--- config.mk ---
export PLATFORM = sky130hd
export DESIGN_NAME = ifetch_prefetch
export DESIGN_NICKNAME = d
export VERILOG_FILES = /design/src/rtl/ifetch_prefetch_pkg.sv /design/src/rtl/pf_queue.sv /design/src/rtl/ifetch_prefetch.sv
export SDC_FILE = /design/constraint.sdc
export NUM_CORES = 1
export LEC_CHECK = 0
export BUFFER_PORTS_ARGS = -buffer_cell sky130_fd_sc_hd__buf_4
export CAP_MARGIN = 25
export CORE_ASPECT_RATIO = 1.1
export CORE_UTILIZATION = 52
export CTS_CLUSTER_DIAMETER = 30
export CTS_CLUSTER_SIZE = 40
export DETAILED_ROUTE_END_ITERATION = 7
export HOLD_SLACK_MARGIN = 0.05
export PLACE_DENSITY = 0.72
export SLEW_MARGIN = 20
export SYNTH_ARGS = -nofsm -noshare
export SYNTH_HDL_FRONTEND = slang
export SYNTH_HIERARCHICAL = 1
export SYNTH_SLANG_ARGS = --single-unit
--- constraint.sdc ---
create_clock -name clk -period 7.6 [get_ports clk]
set_input_delay 0.76 -clock clk [delete_from_list [all_inputs] [get_ports clk]]
set_output_delay 0.76 -clock clk [all_outputs]
set_load 0.02 [all_outputs]
--- src/rtl/ifetch_prefetch_pkg.sv ---
// ifetch_prefetch_pkg
//   Shared types and constants for the instruction fetch/prefetch stage.
//   IFP_RESET_PC : fetch address used after reset
//   IFP_XLEN     : PC width
//   IFP_ILEN     : instruction word width
//   ifp_entry_t  : one prefetch queue entry, {pc, inst}
package ifetch_prefetch_pkg;

  localparam int IFP_XLEN = 32;
  localparam int IFP_ILEN = 32;
  localparam logic [IFP_XLEN-1:0] IFP_RESET_PC = 32'h0000_3000;

  typedef struct packed {
    logic [IFP_XLEN-1:0] pc;
    logic [IFP_ILEN-1:0] inst;
  } ifp_entry_t;

  // Instruction fetches are always word aligned; the two low bits of any
  // incoming target address are simply forced to zero.
  function automatic logic [IFP_XLEN-1:0] ifp_word_align(input logic [IFP_XLEN-1:0] a);
    return {a[IFP_XLEN-1:2], 2'b00};
  endfunction

endpackage

--- src/rtl/pf_queue.sv ---
// pf_queue
//   Synchronous in-order FIFO holding prefetched {pc, inst} entries.
//   Flush has priority over push and pop; head data is read combinationally.
// Ports
//   i_clk, i_rst     clock, asynchronous active-high reset
//   i_flush          empty the queue (pointers and count back to zero)
//   i_push           write i_push_data at the tail (ignored when full, unless popping)
//   i_push_data      entry to write
//   i_pop            drop the head entry (ignored when empty)
//   o_head           current head entry
//   o_count          number of valid entries
//   o_empty, o_full  status flags
module pf_queue
  import ifetch_prefetch_pkg::*;
#(
  parameter  int DEPTH = 4,
  localparam int AW    = $clog2(DEPTH),
  localparam int CW    = AW + 1
) (
  input  logic          i_clk,
  input  logic          i_rst,
  input  logic          i_flush,
  input  logic          i_push,
  input  ifp_entry_t    i_push_data,
  input  logic          i_pop,
  output ifp_entry_t    o_head,
  output logic [CW-1:0] o_count,
  output logic          o_empty,
  output logic          o_full
);

  logic [AW-1:0] r_rd_ptr;
  logic [AW-1:0] r_wr_ptr;
  logic [CW-1:0] r_count;
  ifp_entry_t    r_mem [DEPTH];

  logic w_do_push;
  logic w_do_pop;

  assign o_count = r_count;
  assign o_empty = (r_count == '0);
  assign o_full  = (r_count == CW'(DEPTH));
  assign o_head  = r_mem[r_rd_ptr];

  assign w_do_pop  = i_pop & ~o_empty;
  // A full queue can still take a push in a cycle where the head leaves.
  assign w_do_push = i_push & (~o_full | w_do_pop);

  // DEPTH is a power of two, so the pointers wrap naturally.
  always_ff @(posedge i_clk or posedge i_rst) begin
    if (i_rst) begin
      r_rd_ptr <= '0;
      r_wr_ptr <= '0;
      r_count  <= '0;
    end else if (i_flush) begin
      r_rd_ptr <= '0;
      r_wr_ptr <= '0;
      r_count  <= '0;
    end else begin
      if (w_do_push) r_wr_ptr <= r_wr_ptr + AW'(1);
      if (w_do_pop)  r_rd_ptr <= r_rd_ptr + AW'(1);
      case ({w_do_push, w_do_pop})
        2'b10:   r_count <= r_count + CW'(1);
        2'b01:   r_count <= r_count - CW'(1);
        default: r_count <= r_count;
      endcase
    end
  end

  always_ff @(posedge i_clk) begin
    if (w_do_push && !i_flush) r_mem[r_wr_ptr] <= i_push_data;
  end

endmodule

--- src/rtl/ifetch_prefetch.sv ---
// ifetch_prefetch
//   Fetch/prefetch stage: streams sequential words from a pipelined
//   instruction memory into an in-order queue and presents the head
//   entry to the core. A redirect flushes the queue and arranges for the
//   responses still in flight to be discarded.
// Ports
//   clk, rst                  clock, asynchronous active-high reset
//   redirect_valid/_pc        restart fetch at redirect_pc (low two bits ignored)
//   mem_req/mem_addr          request and word address to instruction memory
//   mem_gnt                   request accepted when mem_req & mem_gnt
//   mem_rvalid/mem_rdata      in-order read response
//   inst_valid/inst/inst_pc   head of the queue
//   inst_ready                core accepts the head
// Handshakes: a request transfers on a cycle with mem_req & mem_gnt, an
// instruction transfers on a cycle with inst_valid & inst_ready; nothing
// transfers otherwise, and mem_req may drop without a grant.
module ifetch_prefetch
  import ifetch_prefetch_pkg::*;
#(
  parameter int          DEPTH    = 4,
  parameter logic [31:0] RESET_PC = IFP_RESET_PC
) (
  input  logic        clk,
  input  logic        rst,
  input  logic        redirect_valid,
  input  logic [31:0] redirect_pc,
  output logic        mem_req,
  output logic [31:0] mem_addr,
  input  logic        mem_gnt,
  input  logic        mem_rvalid,
  input  logic [31:0] mem_rdata,
  output logic        inst_valid,
  output logic [31:0] inst,
  output logic [31:0] inst_pc,
  input  logic        inst_ready
);

  localparam int CW = $clog2(DEPTH) + 1;

  logic [31:0]   r_fetch_pc;
  logic [31:0]   r_tail_pc;
  logic [CW-1:0] r_outst;
  logic [CW-1:0] r_drop;

  logic [CW-1:0] w_count;
  logic          w_q_empty;
  logic          w_q_full;
  ifp_entry_t    w_head;
  ifp_entry_t    w_push_data;
  logic [CW:0]   w_inflight;
  logic          w_grant;
  logic          w_rsp;
  logic          w_dropping;
  logic          w_push;
  logic          w_pop;
  logic [CW-1:0] w_outst_after_rsp;

  // Queue slots are reserved at grant time: count + outst never exceeds
  // DEPTH, so a response always has room when it arrives.
  assign w_inflight = {1'b0, w_count} + {1'b0, r_outst};
  assign mem_req    = ~rst & ~redirect_valid & (w_inflight < (CW+1)'(DEPTH));
  assign mem_addr   = r_fetch_pc;
  assign w_grant    = mem_req & mem_gnt;

  // A response with nothing outstanding is a memory protocol error; it is
  // ignored completely.
  assign w_rsp      = mem_rvalid & (r_outst != '0);
  assign w_dropping = (r_drop != '0);
  assign w_push     = w_rsp & ~w_dropping & ~redirect_valid & ~w_q_full;
  assign w_pop      = inst_valid & inst_ready & ~redirect_valid;

  assign w_outst_after_rsp = r_outst - CW'(w_rsp);

  assign w_push_data.pc   = r_tail_pc;
  assign w_push_data.inst = mem_rdata;

  assign inst_valid = ~rst & ~w_q_empty;
  assign inst       = w_head.inst;
  assign inst_pc    = w_head.pc;

  always_ff @(posedge clk or posedge rst) begin
    if (rst) begin
      r_fetch_pc <= RESET_PC;
      r_tail_pc  <= RESET_PC;
      r_outst    <= '0;
      r_drop     <= '0;
    end else if (redirect_valid) begin
      // Everything still in flight after this cycle belongs to the old
      // stream, including any earlier drop backlog, so drop is simply the
      // post-cycle outstanding count.
      r_fetch_pc <= ifp_word_align(redirect_pc);
      r_tail_pc  <= ifp_word_align(redirect_pc);
      r_outst    <= w_outst_after_rsp;
      r_drop     <= w_outst_after_rsp;
    end else begin
      if (w_grant) r_fetch_pc <= r_fetch_pc + 32'd4;
      r_outst <= r_outst + CW'(w_grant) - CW'(w_rsp);
      if (w_rsp && w_dropping) r_drop <= r_drop - CW'(1);
      // tail_pc tracks the PC of the next word to be queued, independent of
      // fetch_pc, which has already run ahead by the outstanding requests.
      if (w_push) r_tail_pc <= r_tail_pc + 32'd4;
    end
  end

  pf_queue #(
    .DEPTH (DEPTH)
  ) u_queue (
    .i_clk       (clk),
    .i_rst       (rst),
    .i_flush     (redirect_valid),
    .i_push      (w_push),
    .i_push_data (w_push_data),
    .i_pop       (w_pop),
    .o_head      (w_head),
    .o_count     (w_count),
    .o_empty     (w_q_empty),
    .o_full      (w_q_full)
  );

endmodule
==> impl_metrics.ini <==
[status]
status = finished clean

[finish]
syn2layout_area_growth_pct = 26.4
fin_area_um2 = 17400
final_common_cell = edfxtp_1
layout.cells.non_filler = 1447
most-common-layout-cells = edfxtp_1, buf_4, dfrtp_1
num_antenna_cells = 0
final_util = 0.669
drive_gt1_frac = 0.347
fin_nets = 1130
nFillCells = 1802

[routing]
drtPass1Iterations = 5
routed_via_density = 5.71
wl_um = 28100
drtIter0Drc = 587
ant_nets = 0
drcViolationCount = 0
wl_per_cell_um = 19.4
num_vias = 8257

[timing]
max_slew.worst_pin.slew_ns = 0.950
max-slew-margin-rel = 0.367
fin_crit_ns = 3.80
max_freq_ghz = 0.263
setup_tns_ns = 0
setup_viol = 0
rsz0062_at_grt = false
skew_ns = 0.0282
final-hold-violation-count = 0
min_period_over_period = 0.501
report.final.slew_viol_count = 0

[logic_synthesis]
synth_top_area_share = 0.557
seq_area_frac_synth = 0.690
muxShareOfSynthArea = 0.110
ys_ff_latch = 329
syn_area_per_cell_um2 = 16.5
synth_edf_count = 256
syn_inst = 837
yosys_warnings = 6
yosys.area_share.simple = 0.0841
synth_area_um2 = 13800
synth_top_area_cell = edfxtp_1
async_flop_share = 0.222
synth_adder_area_share = 0.0156
synth-main-ff-cell = edfxtp_1
ys_types = 67
synth_top_family_by_area = multiplexers
synth.area.top_cells = edfxtp_1, dfrtp_1, mux4_2
synth_compound_area_frac = 0.0507
synth-xor-area-share = 0.0254

[pwr]
cellLeakagePower_nw = 6.26
peakVddDrop_uv = 190
total_power_mw = 5.13
p_per_area_nw_per_um2 = 294

[global_routing]
grt_max_degree = 80
antenna_found_initial = 0
overflow = 0
first_global_vias = 8375
grt_usage = 0.214
grt_pass1_wl_um = 44800

[setup_path]
r2r-end = u_queue/r_mem[1][20]
critPathLaunchType = flip-flop
path_max_fanout = 64
worstPathRequired_ns = 7.77
crit_buf_inv = 2
regToRegStartpoint = u_queue/o_count[1]
cp.arrival_ns = 3.97
cp-end-kind = flip-flop
reg2reg_depth = 8
critPathKind = reg2reg
slowest_stage = buf_4
cpMostUsedCell = nor3b_2
cpLargestDelayFamily = simple AND/OR/NAND/NOR gates
critical_path.cell_chain = or3b_4 > inv_1 > nor3b_2 > nand2_1 > nor2_1 > o21ai_1 > nor3b_2 > buf_4
critical_path.max_stage_delay_ns = 0.74
reg2reg_slack_ns = 3.80

[clock_network]
cts.sink_count = 329
cts_hold_buf = 0
cts.clk_slew.worst_paths_ns = 0.06
cts_buffers = 59
cts_setup_buffers = 0
h-tree-depth = 2
ctsRootBufferMaster = clkbuf_16
cts_tree = done
cts_resized = 0
clkLatencyLatePin_ns = 0.57
cts.path.max_buffers = 3

[floorplanning]
die_area_um2 = 27200
fp-row-count = 62
die_x_um = 157
start_util = 0.529
chipHeight_um = 173
core_region_area_um2 = 26100
pin_count = 168

[placement]
placed_area_um2 = 15400
place_inst = 1334
hpwl_um = 17200
place_congestion = 0.880
portBuffers = 163

[worst_hold_path]
hold_class = in2async

[job]
max_cap_violations = 0
per-stage QoR:
| stage | hold WS (ns) | setup WS (ns) |
|---|---|---|
| floorplan | 0.494 | 0.475 |
| global placement | 0.535 | 3.84 |
| detailed placement | 0.533 | 3.80 |
| CTS | 0.153 | 3.83 |
| global route | 0.182 | 3.57 |
| finish | 0.171 | 3.80 |
Yosys cell counts (5+ instances only):
master	number
edfxtp_1	256
dfrtp_1	69
mux4_2	64
nand2_1	60
nand3_1	32
nor2_1	30
o21ai_0	30
inv_1	26
xor2_1	22
nand4_1	18
o311ai_1	18
xnor2_1	18
o21ai_1	17
clkbuf_1	14
ha_1	14
o211ai_1	14
buf_4	11
a21oi_1	9
buf_2	9
nor3_1	8
nor4_1	8
and3_1	6
a31oi_1	5
mux2_2	5
nand2b_1	5
worst max-delay path by stage:
stage / from / to / cells after the start
after global placement: rst / r_outst[2] / 11
after detailed placement: rst / r_outst[2] / 11
after floorplan: u_queue/o_count[2] / u_queue/r_mem[0][0] / 9
after CTS: u_queue/o_count[1] / u_queue/r_mem[1][0] / 8
after global routing: u_queue/o_count[1] / u_queue/r_mem[1][27] / 8
final: u_queue/o_count[1] / u_queue/r_mem[1][20] / 8
registers in the layout (all words and copies together) (netlist names):
register / count
r_tail_pc: 30
u_queue/r_rd_ptr: 2
u_queue/r_wr_ptr: 2
mem_addr: 30
r_outst: 3
u_queue/r_mem: 256
r_drop: 3
u_queue/o_count: 3
routing by layer:
layer  share of wire  track usage
met1            0.43        0.299
met2            0.48        0.339
met3           0.065       0.0424
met4           0.022       0.0688
met5               0            0
final cells by class:
class / count / area, µm² / share of cell area
Inverter: 27 / 101 / 0.00581
Tap cell: 352 / 440 / 0.0253
Clock buffer: 66 / 1510 / 0.0868
Sequential cell: 329 / 9520 / 0.546
Clock inverter: 46 / 504 / 0.0289
Timing Repair Buffer: 177 / 1340 / 0.0770
Multi-Input combinational cell: 450 / 4010 / 0.230
worst register-to-register path, cell delays in order, from the launching register on:
cell	delay, ns
dfrtp_1	0.58
or3b_4	0.23
inv_1	0.07
nor3b_2	0.29
nand2_1	0.23
nor2_1	0.62
o21ai_1	0.35
nor3b_2	0.25
buf_4	0.74
cells by family after synthesis:
kind of cell    count (synthesis)
other cells                     1
buf+inv                        67
flops                         329
simple gates                  206
xor+xnor                       40
mux                            71
compound gates                107
fa+ha+maj                      16
where the power goes:
part / switching (mW) / total [mW] / leakage [nW] / internal (mW)
registers: 0.106 / 2.14 / 3.19 / 2.03
clock network: 0.946 / 2.59 / 0.988 / 1.64
logic: 0.229 / 0.404 / 2.08 / 0.175
(Power assumes the default switching activity.)
